--- config.mk ---
export PLATFORM = sky130hd
export DESIGN_NAME = branch_predict_unit
export DESIGN_NICKNAME = d
export VERILOG_FILES = /design/src/rtl/branch_predict_unit.sv
export SDC_FILE = /design/constraint.sdc
export NUM_CORES = 2
export LEC_CHECK = 0
export CAP_MARGIN = 0
export CORE_UTILIZATION = 35
export DETAILED_ROUTE_END_ITERATION = 16
export SKIP_CTS_REPAIR_TIMING = 1
export SLEW_MARGIN = 5
export SYNTH_ARGS = -nofsm -noshare
export SYNTH_HDL_FRONTEND = slang
export SYNTH_SLANG_ARGS = --single-unit
export TNS_END_PERCENT = 30
--- constraint.sdc ---
create_clock -name cpu_clk -period 32.3 [get_ports cpu_clk]
set_input_delay 6.46 -clock cpu_clk [delete_from_list [all_inputs] [get_ports cpu_clk]]
set_output_delay 6.46 -clock cpu_clk [all_outputs]
set_load 0.05 [all_outputs]
--- src/rtl/branch_predict_unit.sv ---
// Branch predictor and misprediction resolver: direct-mapped BHT of saturating counters plus a
// tagged BTB feeding IF, with a prediction record pipeline resolved in EX.
module branch_predict_unit #(
  parameter int unsigned IDX_W  = 6,
  parameter int unsigned CNT_W  = 2,
  parameter int unsigned DEPTH  = 2,
  parameter int unsigned STAT_W = 32
) (
  input  logic              cpu_clk,
  input  logic              cpu_rst,
  input  logic [31:0]       pc_IF,
  input  logic              stall,
  input  logic              is_B_EX,
  input  logic              real_br_EX,
  input  logic [31:0]       pc_EX,
  input  logic [31:0]       pc4_EX,
  input  logic [31:0]       ext_EX,
  output logic              pred_br,
  output logic [31:0]       pred_pc,
  output logic              Flush_B,
  output logic [31:0]       br_pc,
  output logic [STAT_W-1:0] br_count,
  output logic [STAT_W-1:0] miss_count
);

  localparam int unsigned ENTRIES = 1 << IDX_W;
  localparam int unsigned TAG_W   = 30 - IDX_W;
  localparam logic [CNT_W-1:0] CntInit = CNT_W'((1 << (CNT_W - 1)) - 1);
  localparam logic [CNT_W-1:0] CntMax  = '1;

  // Prediction tables
  logic [CNT_W-1:0] bht_q       [ENTRIES];
  logic             btb_valid_q [ENTRIES];
  logic [TAG_W-1:0] btb_tag_q   [ENTRIES];
  logic [31:0]      btb_tgt_q   [ENTRIES];

  // Prediction records travelling from IF to EX; index DEPTH-1 is the EX record
  logic             rec_valid_q [DEPTH];
  logic             rec_taken_q [DEPTH];
  logic [31:0]      rec_tgt_q   [DEPTH];

  logic [STAT_W-1:0] br_count_q, miss_count_q;

  logic [IDX_W-1:0] if_idx, ex_idx;
  logic [TAG_W-1:0] if_tag, ex_tag;
  logic             btb_hit;
  logic [31:0]      act_tgt;
  logic             ex_taken;
  logic             mispredict;
  logic             upd_en;
  logic [CNT_W-1:0] cnt_cur, cnt_nxt;
  logic             unused_pc_bits;

  assign if_idx = pc_IF[IDX_W+1:2];
  assign if_tag = pc_IF[31:IDX_W+2];
  assign ex_idx = pc_EX[IDX_W+1:2];
  assign ex_tag = pc_EX[31:IDX_W+2];
  assign unused_pc_bits = ^{pc_IF[1:0], pc_EX[1:0]};

  // IF prediction reads the table state before any same-cycle update
  assign btb_hit = btb_valid_q[if_idx] & (btb_tag_q[if_idx] == if_tag);
  assign pred_br = btb_hit & bht_q[if_idx][CNT_W-1];
  assign pred_pc = pred_br ? btb_tgt_q[if_idx] : pc_IF + 32'd4;

  // EX resolution; an invalid record counts as a not-taken prediction
  assign act_tgt    = pc_EX + ext_EX;
  assign ex_taken   = rec_valid_q[DEPTH-1] & rec_taken_q[DEPTH-1];
  assign mispredict = is_B_EX & ((ex_taken != real_br_EX) |
                                 (real_br_EX & (rec_tgt_q[DEPTH-1] != act_tgt)));
  assign Flush_B    = mispredict & ~stall;
  assign br_pc      = real_br_EX ? act_tgt : pc4_EX;
  assign upd_en     = is_B_EX & ~stall;

  always_comb begin
    cnt_cur = bht_q[ex_idx];
    cnt_nxt = cnt_cur;
    if (real_br_EX) begin
      if (cnt_cur != CntMax) cnt_nxt = cnt_cur + CNT_W'(1);
    end else begin
      if (cnt_cur != '0) cnt_nxt = cnt_cur - CNT_W'(1);
    end
  end

  always_ff @(posedge cpu_clk or posedge cpu_rst) begin
    if (cpu_rst) begin
      for (int i = 0; i < ENTRIES; i++) begin
        bht_q[i]       <= CntInit;
        btb_valid_q[i] <= 1'b0;
      end
    end else if (upd_en) begin
      bht_q[ex_idx] <= cnt_nxt;
      if (real_br_EX) btb_valid_q[ex_idx] <= 1'b1;
    end
  end

  // Tag and target are qualified by the valid bit, so they need no reset
  always_ff @(posedge cpu_clk) begin
    if (upd_en && real_br_EX) begin
      btb_tag_q[ex_idx] <= ex_tag;
      btb_tgt_q[ex_idx] <= act_tgt;
    end
  end

  always_ff @(posedge cpu_clk or posedge cpu_rst) begin
    if (cpu_rst) begin
      for (int i = 0; i < DEPTH; i++) begin
        rec_valid_q[i] <= 1'b0;
        rec_taken_q[i] <= 1'b0;
        rec_tgt_q[i]   <= '0;
      end
    end else if (Flush_B) begin
      for (int i = 0; i < DEPTH; i++) rec_valid_q[i] <= 1'b0;
    end else if (!stall) begin
      rec_valid_q[0] <= 1'b1;
      rec_taken_q[0] <= pred_br;
      rec_tgt_q[0]   <= pred_pc;
      for (int i = 1; i < DEPTH; i++) begin
        rec_valid_q[i] <= rec_valid_q[i-1];
        rec_taken_q[i] <= rec_taken_q[i-1];
        rec_tgt_q[i]   <= rec_tgt_q[i-1];
      end
    end
  end

  always_ff @(posedge cpu_clk or posedge cpu_rst) begin
    if (cpu_rst) begin
      br_count_q   <= '0;
      miss_count_q <= '0;
    end else if (upd_en) begin
      br_count_q   <= br_count_q + STAT_W'(1);
      miss_count_q <= miss_count_q + STAT_W'(mispredict);
    end
  end

  assign br_count   = br_count_q;
  assign miss_count = miss_count_q;

endmodule

Word level (Yosys, flattened, before mapping) --
Memories as Yosys holds them, arrays and structs flattened. Cells that the tools add are included.
Word-level totals: register bits 324, bits of input ports 133, RAM bits 3584, memory bits (read-only) 0, bits in latches 0, memories kept 2, logic and storage cells 193, output and inout port bits 130
Memory list:
- btb_tgt_q | depth 64, bits a word 32, read ports 1, clocked after Yosys merged registers in 0, write ports 1, RTL line 35 | logic [31:0] btb_tgt_q [ENTRIES];
- btb_tag_q | depth 64, bits a word 24, read ports 1, clocked after Yosys merged registers in 0, write ports 1, RTL line 34 | logic [TAG_W-1:0] btb_tag_q [ENTRIES];
Cells by class: $lt $le $gt $ge 3, muxes and demuxes 23, equal/unequal tests 5, add/sub/neg operators 6, $mul 0, shift-type cells 0, bitwise operators 13, div/mod/pow operators 0, reduce and logical (&&, ||, !) cells 5
Operators with widths (count):
- 128-bit bitwise mux | 1
- 32-bit two-way mux | 2
- 64-bit bitwise OR | 1
- 32-bit by 1-bit adder with 32-bit output | 1
- 32-bit by 1-bit adder with 32-bit output, second input constant | 1
- 32-bit by 3-bit adder with 32-bit output, second input constant | 1
- 32-bit adder | 1
- 32-bit inequality test | 1
- 2-bit binary-select mux with 6-bit select | 2
- 24-bit equality test | 1
- 2-bit two-way mux | 10
- 7-bit >= comparator, second input constant | 2
- 6-bit inverter with 7-bit output | 2
- 2-bit demux with 6-bit select | 1
- 1-bit AND | 7
- 7-bit by 1-bit less-than comparator with 1-bit output, second input constant | 1
- 1-bit binary-select mux with 6-bit select | 1
- 1-bit demux with 6-bit select | 1
- 1-bit two-way mux | 5
- 2-bit AND reduction | 2
- 2-bit by 1-bit adder with 2-bit output, second input constant | 1
- 1-bit logical AND | 2
- 2-bit by 1-bit inequality test with 1-bit output, second input constant | 1
- 2-bit inequality test, second input constant | 1
- other kinds (5) | 6

Longest topological paths before layout --
depth after elaboration 8, gate-level depth with buffers 24, depth with buffers taken out 24

Worst setup path before layout --
Ideal clock, no wire load.
path kind input -> output, start input port pc_EX[0], end output port Flush_B, arrival 11.698 ns, slack 14.142 ns, stages 14, data required time 25.840 ns, buffers on the path 0, cells stage by stage ha_1 inv_1 fa_1 nor2b_1 o2111ai_2 a21bo_2 a211oi_1 xor2_1 a311oi_1 nand4_1 nor4_1 nand4b_1 nand2_1 nor2_1
Between the ends: longest elaborated chain between the ends 6
Ends and longest elaborated chain:
- start, declared | RTL line 15 | input logic [31:0] pc_EX,
- 32-bit adder | RTL line 66 | assign act_tgt = pc_EX + ext_EX;
- via act_tgt[10] | RTL line 47 | logic [31:0] act_tgt;
- 32-bit inequality test | RTL line 69 | (real_br_EX & (rec_tgt_q[DEPTH-1] != act_tgt)));
- 1-bit AND | RTL line 69
- 1-bit bitwise OR | RTL line 68 | assign mispredict = is_B_EX & ((ex_taken != real_br_EX) |
- 1-bit AND | RTL line 68
- 1-bit AND | RTL line 70 | assign Flush_B = mispredict & ~stall;
- end, declared | RTL line 20 | output logic Flush_B,
The timed path passes the listed nets, and every way through them passes these cells.

Worst setup path after layout --
start input port pc_IF[3], end output port pred_pc[11]
Between the ends: longest elaborated chain between the ends 7, elaborated cells between the ends (all ways) 14, classes of those cells add/sub (1); eq/ne (1); mux (7); bitwise (3); memory (2)
Ends and longest elaborated chain:
- start, declared | RTL line 11 | input logic [31:0] pc_IF,
- parallel branches: the longest is 6 deep, another holds memory read 64 x 24 bit
- 32-bit two-way mux * | RTL line 63 | assign pred_pc = pred_br ? btb_tgt_q[if_idx] : pc_IF + 32'd4;
- end, declared | RTL line 19 | output logic [31:0] pred_pc,
Every way passes the cells marked *. The select of a mux whose other input is x is not followed.

==> results.cfg <==
[synthesis]
syn-cell-area_um2 = 156000
yosysSeqAreaShare_pct = 74.5
postSynth.asyncResetShare_pct = 8.29
ys_warn_count = 0
synth_top_cell_by_area = edfxtp_1
synth_top_area_share_pct = 69.2
syn_area_per_cell_um2 = 20.9
ys.flop_type = edfxtp_1
synth_nets = 7602
synth_cell_types = 94
synthTopCellsByArea = edfxtp_1 69%, mux4_2 14%, dfrtp_1 4.2%
synth_cells = 7433
yosys_register_bits = 3908
synth_edf_count = 3584

[sta]
whs_ns = 0.467
slew_headroom_pct = 8.55
final_max_slew_viol_count = 0
period_minus_slack_ns = 20.77
hold_viol = 0
tightestPinTransition_ns = 1.33
rsz0062_at_grt = no
setup_viol_count_final = 0
fin_crit_sh_pct = 64.3
max_freq_mhz = 48.1
fin_worst_skew_ns = 0.0723
finalSetupTns_ns = 0

[placement]
io_buffers = 262
globalplace.congestion = 0.942
dp_hpwl_mm = 304

[die]
ios = 263
start_util_pct = 35.2
placementRows = 244
fp.dieW_um = 669
core_um2 = 442000
die-area_um2 = 447000
die_y_um = 669

[drt]
viasPerCell = 5.89
drc_errors = 0
first_pass_iters = 6
wl_per_cell_um = 36.6
wl_mm = 522
dr.first_iter.drc_count = 12500
vias = 84000
ant_nets = 0

[cells_and_area]
layout-area-overhead-vs-synth_pct = 15.3
drive_above_1_share_pct = 28.3
nNetsFinal = 8191

[worst_setup_path]
arrival_ns = 14.31
end_kind = output port
max_stage_delay_ns = 0.85
required_ns = 25.84
critPathMaxFanout = 56
critical-path-top-delay-family = buffers and inverters
crit_path_top_delay_cell = buf_4
crit_path_frequent_cell = buf_4
crit_chain = buf_8 > buf_4 > buf_4 > buf_4 > buf_4 > mux4_2 > a22o_1 > a221oi_1 > xor2_1 > nand2_1 > o311ai_0 > o21ai_0 > and4bb_2 > nand4_4 > buf_4 > mux2_4 > clkdlybuf4s50_1
worstPathBufferInverterCount = 7
path_class = input port to output port
start_kind = input port

[global_route]
grt_overflow_total = 0
grt_max_degree = 92
antenna_found_initial = 31
grt_pass1_wl_mm = 705
grt_usage_pct = 23.0
grt_pass1_vias = 82700

[clocking]
cts.sinks = 3908
root_buffer = clkbuf_16
path_clk_slew_ns = 0.07
h-tree-depth = 5
cts_buffer_depth = 4
clk_latency_ns = 0.98
cts_tree = yes
cts_buffers = 385

[power]
leakagePower_uw = 0.0579
p_seq_share_pct = 51.5
p_clk_share_pct = 40.1
power.internal_uw = 8560
p_per_area_nw_per_um2 = 62.5
combPwrFrac_pct = 8.4
swShare_pct = 23.6
p_sw_uw = 2640
ir_drop_mv = 0.0486

[job]
cap_violations = 0

[min_path]
hp-class = flop to flop

[status]
run_status = finished clean
==> per-stage QoR <==
step                std cells  total power [uW]  setup WS, ns  util [%]  cell area (um2)
global placement        13500              6790         11.53      37.7           167000
detailed placement      13500              6820         11.55      37.7           167000
finish                  14300             11200         11.53      40.6           179000
global route            14300             11500         11.30      40.6           179000
CTS                     14200             11200         11.55      40.6           179000
floorplan                7433              6400         14.14         -           156000
==> state kept, by name, summed over array words and instances, names as in the netlist <==
name	cells
bht_q	128
br_count	32
btb_tag_q	1536
btb_tgt_q	2048
btb_valid_q	64
miss_count	32
rec_taken_q	2
rec_tgt_q	64
rec_valid_q	2
==> routing by layer <==
metal | track usage [%] | vias up | wire [um]
met5 | 0 | - | 216
li1 | - | 32100 | -
met2 | 36.9 | 5170 | 247000
met3 | 4.60 | 1089 | 49800
met1 | 29.2 | 45600 | 190000
met4 | 12.8 | 6 | 35400
==> cells in the mapped netlist (32+ instances only) <==
library cell  instances
ha_1                 35
nand4_1              61
buf_2               180
a21oi_1              94
o21ai_0              72
or2_2                71
mux2i_1             234
a22oi_1             173
mux2_2              134
dfstp_2              64
xnor2_1             117
edfxtp_1           3584
mux4_2              977
nand2_1             205
nor3_1               79
buf_4                39
nor2_1              209
mux2_4               60
clkbuf_1            124
buf_1                32
nand3_1              79
xor2_1               53
dfrtp_1             260
==> final timing paths <==
path / start / to / slack (ns) / cells after the start
min in group asynchronous: cpu_rst / rec_tgt_q[34]$_DFFE_PP0P_ / 6.04 / 2
worst min-delay path: btb_valid_q[58]$_DFFE_PP0P_ / btb_valid_q[58]$_DFFE_PP0P_ / 0.47 / 1
worst max-delay path: pc_IF[3] / pred_pc[11] / 11.53 / 17
max in group asynchronous: cpu_rst / rec_tgt_q[59]$_DFFE_PP0P_ / 24.18 / 4
worst max register to register: rec_tgt_q[31]$_DFFE_PP0P_ / rec_tgt_q[62]$_DFFE_PP0P_ / 25.35 / 12
worst min register to register: btb_valid_q[58]$_DFFE_PP0P_ / btb_valid_q[58]$_DFFE_PP0P_ / 0.47 / 1
==> power groups by stage <==
stage | Clock (uW) | Sequential (uW) | Combinational, uW
final | 4490 | 5780 | 937
after global routing | 4720 | 5780 | 978
after CTS | 4530 | 5780 | 936
after detailed placement | 0 | 5880 | 934
after global placement | 0 | 5880 | 910
after floorplan | 0 | 5890 | 516
==> final cells by class <==
type	instances	area (um2)
fill	38800	263000
sequential	3908	116000
multi-input combinational	3094	38300
clock buffer	471	10100
tap	5904	7390
timing repair buffer	602	5180
clock inverter	235	2370
inverter	31	126
antenna	15	37.5
==> cell usage in the layout, fill, tap and decap left out, types with 26 or more instances in the layout <==
master / count
a22o_1: 26
nor3_1: 45
clkinv_1: 84
buf_4: 334
a22oi_1: 173
nor2_1: 176
a21oi_1: 94
o22ai_1: 29
and2_1: 27
clkbuf_1: 72
edfxtp_1: 3584
bufinv_16: 37
nor3_2: 34
mux4_2: 977
o21ai_0: 72
dfrtp_1: 260
clkbuf_16: 388
clkdlybuf4s50_1: 231
clkinv_2: 74
or2_2: 71
xnor2_1: 99
inv_1: 28
ha_1: 34
nand4_1: 61
nor2_4: 32
mux2i_1: 234
nand2_1: 204
nand3_1: 79
xor2_1: 43
dfstp_2: 64
mux2_2: 134
mux2_4: 60
==> cell families (layout without fill, tap and decap cells) <==
group	count (synthesis)	count (layout)	share of synthesized area [%]
AOI/OAI and AO/OA	573	573	2.58
adders and majority gates	38	38	0.307
and+or+nand+nor	889	889	2.90
DFF	3908	3908	74.5
other	0	15	0
buffers and inverters	431	1339	1.41
muxes	1419	1419	17.3
xor gates and xnor gates	175	175	1.03
==> worst register-to-register path, delay by kind of cell (launching register included) <==
kind / cells / cell delay (ns)
compound gates: 2 / 0.62
simple gates: 6 / 2.82
buf+inv: 2 / 1.14
flops: 1 / 0.57
mux: 2 / 1.68
No activity file was read; power rests on OpenSTA's default activity.
